<file path="config.mk">
export PLATFORM = sky130hd
export DESIGN_NAME = cdrom_dma_packer
export DESIGN_NICKNAME = d
export VERILOG_FILES = /design/src/rtl/cdrom_dma_pkg.sv /design/src/rtl/cdrom_byte_packer.sv /design/src/rtl/cdrom_dma_packer.sv
export SDC_FILE = /design/constraint.sdc
export NUM_CORES = 1
export LEC_CHECK = 0
export CAP_MARGIN = 20
export CORE_UTILIZATION = 46
export CTS_BUF_LIST = sky130_fd_sc_hd__clkbuf_2 sky130_fd_sc_hd__clkbuf_4 sky130_fd_sc_hd__clkbuf_8
export CTS_CLUSTER_SIZE = 24
export DETAILED_ROUTE_END_ITERATION = 6
export GPL_TIMING_DRIVEN = 0
export HOLD_SLACK_MARGIN = 0.1
export PLACE_DENSITY = 0.67
export SETUP_SLACK_MARGIN = 0.05
export SLEW_MARGIN = 0
export SYNTH_ARGS = -nofsm -noshare
export SYNTH_HDL_FRONTEND = slang
export SYNTH_HIERARCHICAL = 1
export SYNTH_SLANG_ARGS = --single-unit
</file>
<file path="constraint.sdc">
create_clock -name clk -period 5.4 [get_ports clk]
set_clock_uncertainty 0.05 [all_clocks]
set_input_delay 1.08 -clock clk [delete_from_list [all_inputs] [get_ports clk]]
set_output_delay 1.08 -clock clk [all_outputs]
set_load 0.05 [all_outputs]
</file>
<file path="src/rtl/cdrom_dma_pkg.sv">
// Shared types and constants for the CD-ROM data FIFO to DMA channel 3 packer.
//   DMA_STATE_t    : block state machine encoding
//   BYTES_PER_WORD : bytes packed into one DMA word
//   BFRD_BIT       : position of the "want data" bit in the host request register
package cdrom_dma_pkg;

    typedef enum logic [1:0] {
        IDLE_P,
        FILL_P,
        PRESENT_P,
        DONE_P
    } DMA_STATE_t;

    localparam int unsigned BYTES_PER_WORD = 4;
    localparam int unsigned BFRD_BIT       = 7;

endpackage

</file>
<file path="src/rtl/cdrom_byte_packer.sv">
// Four-lane little-endian byte packer. Each load writes din into the current lane
// and advances the lane index; clear empties the register and rewinds the lane.
//   clk, rst : clock, synchronous active-high reset
//   load     : write din into the current lane
//   clear    : discard contents, lane back to 0 (wins over load)
//   din      : incoming byte
//   word     : packed word, lane 0 in bits [7:0]
//   full     : current lane is the last one, so the next load completes the word
module cdrom_byte_packer
    import cdrom_dma_pkg::*;
(
    input  logic        clk,
    input  logic        rst,
    input  logic        load,
    input  logic        clear,
    input  logic [7:0]  din,
    output logic [31:0] word,
    output logic        full
);

    localparam logic [1:0] LAST_LANE = 2'(BYTES_PER_WORD - 1);

    logic [BYTES_PER_WORD-1:0][7:0] word_q;
    logic [1:0]                     lane_q;

    always_ff @(posedge clk) begin
        if (rst || clear) begin
            word_q <= '0;
            lane_q <= '0;
        end else if (load) begin
            word_q[lane_q] <= din;
            lane_q         <= lane_q + 2'd1;
        end
    end

    assign word = word_q;
    assign full = (lane_q == LAST_LANE);

endmodule

</file>
<file path="src/rtl/cdrom_dma_packer.sv">
// Drains the CD-ROM data FIFO, packs bytes little-endian into 32-bit words and
// hands them to DMA channel 3 over valid/ready, one block of dma_words at a time.
// Transfers only while want_data (BFRD) is set; a block aborts on FIFO starvation
// or when want_data is withdrawn.
//   clk, rst                 : clock, synchronous active-high reset
//   want_data                : host BFRD request bit
//   fifo_data, fifo_empty    : show-ahead FIFO head byte and empty flag
//   fifo_re                  : pop strobe
//   dma_start, dma_words     : block request and its length in words
//   dma_busy                 : block in progress
//   dma_data, dma_valid      : packed word offered to DMA
//   dma_ready                : DMA accepts the word
//   dma_done, dma_abort      : end-of-block pulse, early-end qualifier
// Optional (macro CDROM_DMA_STATS_EN):
//   stat_words               : saturating count of accepted words
//   stat_stalls              : saturating count of FILL cycles with the FIFO empty
module cdrom_dma_packer
    import cdrom_dma_pkg::*;
#(
    parameter int unsigned CNT_W          = 16,
    parameter int unsigned TIMEOUT_CYCLES = 4096
) (
    input  logic             clk,
    input  logic             rst,
    input  logic             want_data,
    input  logic [7:0]       fifo_data,
    input  logic             fifo_empty,
    output logic             fifo_re,
    input  logic             dma_start,
    input  logic [CNT_W-1:0] dma_words,
    output logic             dma_busy,
    output logic [31:0]      dma_data,
    output logic             dma_valid,
    input  logic             dma_ready,
    output logic             dma_done,
    output logic             dma_abort
`ifdef CDROM_DMA_STATS_EN
    ,
    output logic [31:0]      stat_words,
    output logic [15:0]      stat_stalls
`endif
);

    localparam int unsigned      TMO_W    = $clog2(TIMEOUT_CYCLES) + 1;
    localparam logic [TMO_W-1:0] TMO_LAST = TMO_W'(TIMEOUT_CYCLES - 1);

    DMA_STATE_t       state_q, state_d;
    logic [CNT_W-1:0] remaining_q;
    logic [TMO_W-1:0] tmo_q, tmo_inc;
    logic             abort_q;

    logic             start_ok, fill_abort, word_accept, last_word;
    logic             pk_clear, pk_full;
    logic [31:0]      pk_word;

    always_comb begin
        start_ok    = (state_q == IDLE_P) && dma_start && want_data && (dma_words != '0);
        tmo_inc     = tmo_q + TMO_W'(1);
        fill_abort  = (state_q == FILL_P) &&
                      (!want_data || (fifo_empty && (tmo_inc == TMO_LAST)));
        word_accept = (state_q == PRESENT_P) && dma_ready;
        last_word   = (remaining_q == CNT_W'(1));
        // Any block end or accepted word empties the packer; abort drops partial bytes.
        pk_clear    = start_ok || fill_abort || word_accept;
    end

    cdrom_byte_packer u_packer (
        .clk   (clk),
        .rst   (rst),
        .load  (fifo_re),
        .clear (pk_clear),
        .din   (fifo_data),
        .word  (pk_word),
        .full  (pk_full)
    );

    // State register
    always_ff @(posedge clk) begin
        if (rst) begin
            state_q <= IDLE_P;
        end else begin
            state_q <= state_d;
        end
    end

    // Next-state logic
    always_comb begin
        state_d = state_q;
        unique case (state_q)
            IDLE_P: begin
                if (start_ok) state_d = FILL_P;
            end
            FILL_P: begin
                if (fill_abort) begin
                    state_d = DONE_P;
                end else if (!fifo_empty && pk_full) begin
                    state_d = PRESENT_P;
                end
            end
            PRESENT_P: begin
                if (dma_ready) begin
                    // A presented word always completes even if want_data has dropped.
                    state_d = (last_word || !want_data) ? DONE_P : FILL_P;
                end
            end
            DONE_P:  state_d = IDLE_P;
            default: state_d = IDLE_P;
        endcase
    end

    // Outputs
    always_comb begin
        fifo_re   = (state_q == FILL_P) && want_data && !fifo_empty;
        dma_busy  = (state_q == FILL_P) || (state_q == PRESENT_P);
        dma_valid = (state_q == PRESENT_P);
        dma_data  = pk_word;
        dma_done  = (state_q == DONE_P);
        dma_abort = (state_q == DONE_P) && abort_q;
    end

    // Block bookkeeping: remaining words, starvation timer, abort flag
    always_ff @(posedge clk) begin
        if (rst) begin
            remaining_q <= '0;
            tmo_q       <= '0;
            abort_q     <= 1'b0;
        end else begin
            if (start_ok) begin
                remaining_q <= dma_words;
                tmo_q       <= '0;
                abort_q     <= 1'b0;
            end
            if (state_q == FILL_P) begin
                if (fill_abort) begin
                    abort_q <= 1'b1;
                    tmo_q   <= '0;
                end else if (!fifo_empty) begin
                    tmo_q <= '0;
                end else begin
                    tmo_q <= tmo_inc;
                end
            end
            if (word_accept) begin
                remaining_q <= remaining_q - CNT_W'(1);
                if (!last_word && !want_data) abort_q <= 1'b1;
            end
        end
    end

`ifdef CDROM_DMA_STATS_EN
    always_ff @(posedge clk) begin
        if (rst) begin
            stat_words  <= '0;
            stat_stalls <= '0;
        end else begin
            if (word_accept && (stat_words != '1)) begin
                stat_words <= stat_words + 32'd1;
            end
            if ((state_q == FILL_P) && fifo_empty && (stat_stalls != '1)) begin
                stat_stalls <= stat_stalls + 16'd1;
            end
        end
    end
`endif

endmodule
</file>
==> results.yml <==
synthesis:
  synthFlopType: "dfxtp_1"
  yosys_warnings: 6
  yosys.cell_types.count: 56
  yosys-top-cells-area: "dfxtp_1 (35%), a21oi_2 (6.5%), nand3_1 (6.1%)"
  ys_seq_area_frac: 0.3497
  synth_cells: 429
  ys_ff_latch: 66
  synth_nets: 471
  synth_edf_count: 0
  yosys.area.top_type: "dfxtp_1"
  syn_avg_cell_area_um2: 8.808
  synth_area_um2: 3779
  synthArstFlopShare: 0
  synth_top_area_frac: 0.3497
hold_path:
  min_path_type: "reg -> reg"
  worstHoldPathCells: 1
  worstHoldEndpoint: "remaining_q[15]"
  min-delay-start: "remaining_q[15]"
finish:
  stdcell_area_um2: 4768
  syn_to_final_growth_pct: 26.19
  fin_util: 0.6076
  drive_above_1_share: 0.1879
  diodes: 0
  fillers: 721
  nets: 548
  fin_cells: 613
critical_path:
  crit_path_max_fanout: 5
  arrival_ns: 3.02
  crit_path_max_incr_delay_ns: 0.88
  cp_common_cell: "clkdlybuf4s50_1"
  crit_required_ns: 4.27
  crit_chain: "clkdlybuf4s50_1 > nand2_1 > nor2_1 > clkdlybuf4s50_1"
  crit_path_end_kind: "primary output"
  cp_top_family: "buffers and inverters"
  worst_r2r_path_depth: 11
  reg2reg_from: "tmo_q[0]"
  critPathBufInv: 2
  cp_slowest_cell: "clkdlybuf4s50_1"
  crit_type: "in -> out"
  start_kind: "primary input"
  r2r-end: "u_packer/word[29]"
  crit_path_start: "want_data"
  r2r_slack_ns: 2.41
placed_design:
  io_buffers: 66
  preCtsSetupSlack_ns: 1.215
  post-dp-hpwl_um: 6749
  placedCellCount: 597
  place_area_um2: 4567
  gp_congestion: 0.8369
cts:
  clkSlewWorstSetupHoldPaths_ns: 0.08
  cts-root-buf: "clkbuf_8"
  clk_latency_ns: 0.35
  cts_made_buffers: 9
  cts-hold-fix-buffers: 0
  post-cts-setup-buffers: 0
  cts_buffer_depth: 2
  cts.sinks: 66
  cts_tree: "yes"
  post_cts_resized: 0
  cts_max_level: 3
floorplan:
  io_pins: 67
  initial_utilization: 0.4815
  dieWidth_um: 92.64
  fp.dieH_um: 92.64
  coreArea_um2: 7848
  dieArea_um2: 8581
  rows: 32
timing:
  setup_tns_ns: 0
  fin_crit_sh: 0.7681
  timing.final.hold_violations: 0
  slew_headroom: 0.4986
  fmax_mhz: 241.1
  finalSetupViolCount: 0
  fin_crit_ns: 4.148
  fin_ws_ns: 1.252
  finalMaxSlewViolations: 0
  rsz0062_at_grt: "false"
  whs_ns: 0.4331
  worstMarginPinSlew_ns: 0.7481
detailed_routing:
  postRouteAntennaNets: 0
  dr.first_iter.drc_count: 136
  vias_per_cell: 5.687
  drc: 0
  routed-via-count: 3486
  detail_route.wl_per_cell_um: 15.52
  first_pass_iters: 4
  routed_wl_um: 9514
grt:
  grt_pass1_vias: 3358
  antenna_found_initial: 0
  globalRouteTotalUtil: 0.2356
  grt_max_degree: 14
  overflow: 0
  grt_pass1_wl_um: 16150
power:
  power_density_nw_per_um2: 234.9
  fin_total_pwr_mw: 1.120
  irDropWorstVdd_mv: 0.1414
  p_leak_nw: 1.599
run_status:
  status: "completed"
run:
  maxCapViolations: 0
==> synthesized netlist by cell type, types with 3 or more instances <==
| master | n |
|---|---|
| and2_1 | 4 |
| nor3_1 | 5 |
| a41oi_1 | 7 |
| nor4_1 | 10 |
| xnor2_1 | 3 |
| a21bo_1 | 14 |
| a31oi_1 | 9 |
| a211oi_1 | 7 |
| nand3b_1 | 3 |
| a32oi_1 | 3 |
| nor2_1 | 23 |
| or3_1 | 3 |
| a21oi_2 | 28 |
| buf_2 | 8 |
| clkbuf_1 | 11 |
| nand2_1 | 23 |
| o21ai_0 | 13 |
| dfxtp_1 | 66 |
| nand3_1 | 46 |
| nand4_1 | 7 |
| o311ai_0 | 3 |
| a21oi_1 | 25 |
| buf_6 | 11 |
| mux2i_1 | 5 |
| nand2b_1 | 4 |
| nand4b_1 | 3 |
| inv_1 | 16 |
| ha_1 | 12 |
| a21bo_2 | 18 |
| buf_4 | 3 |
==> cell families (layout without fill, tap and decap cells) <==
| family | after synthesis | in the layout | synth area share |
|---|---|---|---|
| muxes | 5 | 5 | 0.01325 |
| AOI/OAI and AO/OA | 144 | 144 | 0.2983 |
| xor gates and xnor gates | 5 | 5 | 0.01159 |
| adders and majority gates | 12 | 12 | 0.03973 |
| and+or+nand+nor | 148 | 148 | 0.2113 |
| DFF | 66 | 66 | 0.3497 |
| buffers and inverters | 49 | 131 | 0.07616 |
==> layout by cell type (no fill, tap or decap), types with 9 or more instances in the layout <==
cell type and instances:
clkdlybuf4s50_1 66, nand3_1 46, a21bo_2 18, clkbuf_1 11
nand2_1 23, nor2_1 23, dfxtp_1 66, clkbuf_8 9
a31oi_1 9, inv_1 16, buf_6 11, o21ai_0 13
a21oi_1 25, a21bo_1 14, ha_1 12, nor4_1 10
a21oi_2 28
==> layer usage <==
layer  up-vias  GRT usage  routed length [um]
li1       1732          -                   -
met2        90     0.3969                4414
met3         6    0.05419                 462
met4         0    0.05385                  85
met1      1658     0.3059                4552
met5         -          0                   0
==> area by class of cell <==
type	instances	area (um^2)	area share
repair buffers	66	660.6	0.1385
flip-flops and latches	66	1321	0.2771
multi-input cells	314	2170	0.4550
clock buffers	9	123.9	0.02598
well taps	102	127.6	0.02676
clock inverters	7	77.57	0.01627
plain buffers	33	227.7	0.04776
inverters	16	60.06	0.01260
==> where the power goes <==
| group | leakage (nW) | total [mW] | internal, mW | switching (mW) |
|---|---|---|---|---|
| combinational | 0.964 | 0.178 | 0.0724 | 0.105 |
| sequential | 0.534 | 0.512 | 0.499 | 0.0129 |
| clock | 0.100 | 0.431 | 0.217 | 0.213 |
| total | 1.60 | 1.12 | 0.789 | 0.331 |
==> sequential cells by signal (all words and copies together) (netlist names) <==
name,count
abort_q,1
remaining_q,16
state_q,2
tmo_q,13
u_packer/lane_q,2
u_packer/word,32
==> worst max path at each step <==
stage	endpoint	slack (ns)	depth (start not counted)
2_1_floorplan	fifo_re	2.36	2
5_1_grt	fifo_re	1.19	4
3_3_place_gp	fifo_re	1.21	4
3_5_place_dp	fifo_re	1.22	4
4_1_cts	fifo_re	1.21	4
6_report	fifo_re	1.25	4
Note: power is estimated with default switching activity, not from simulation.
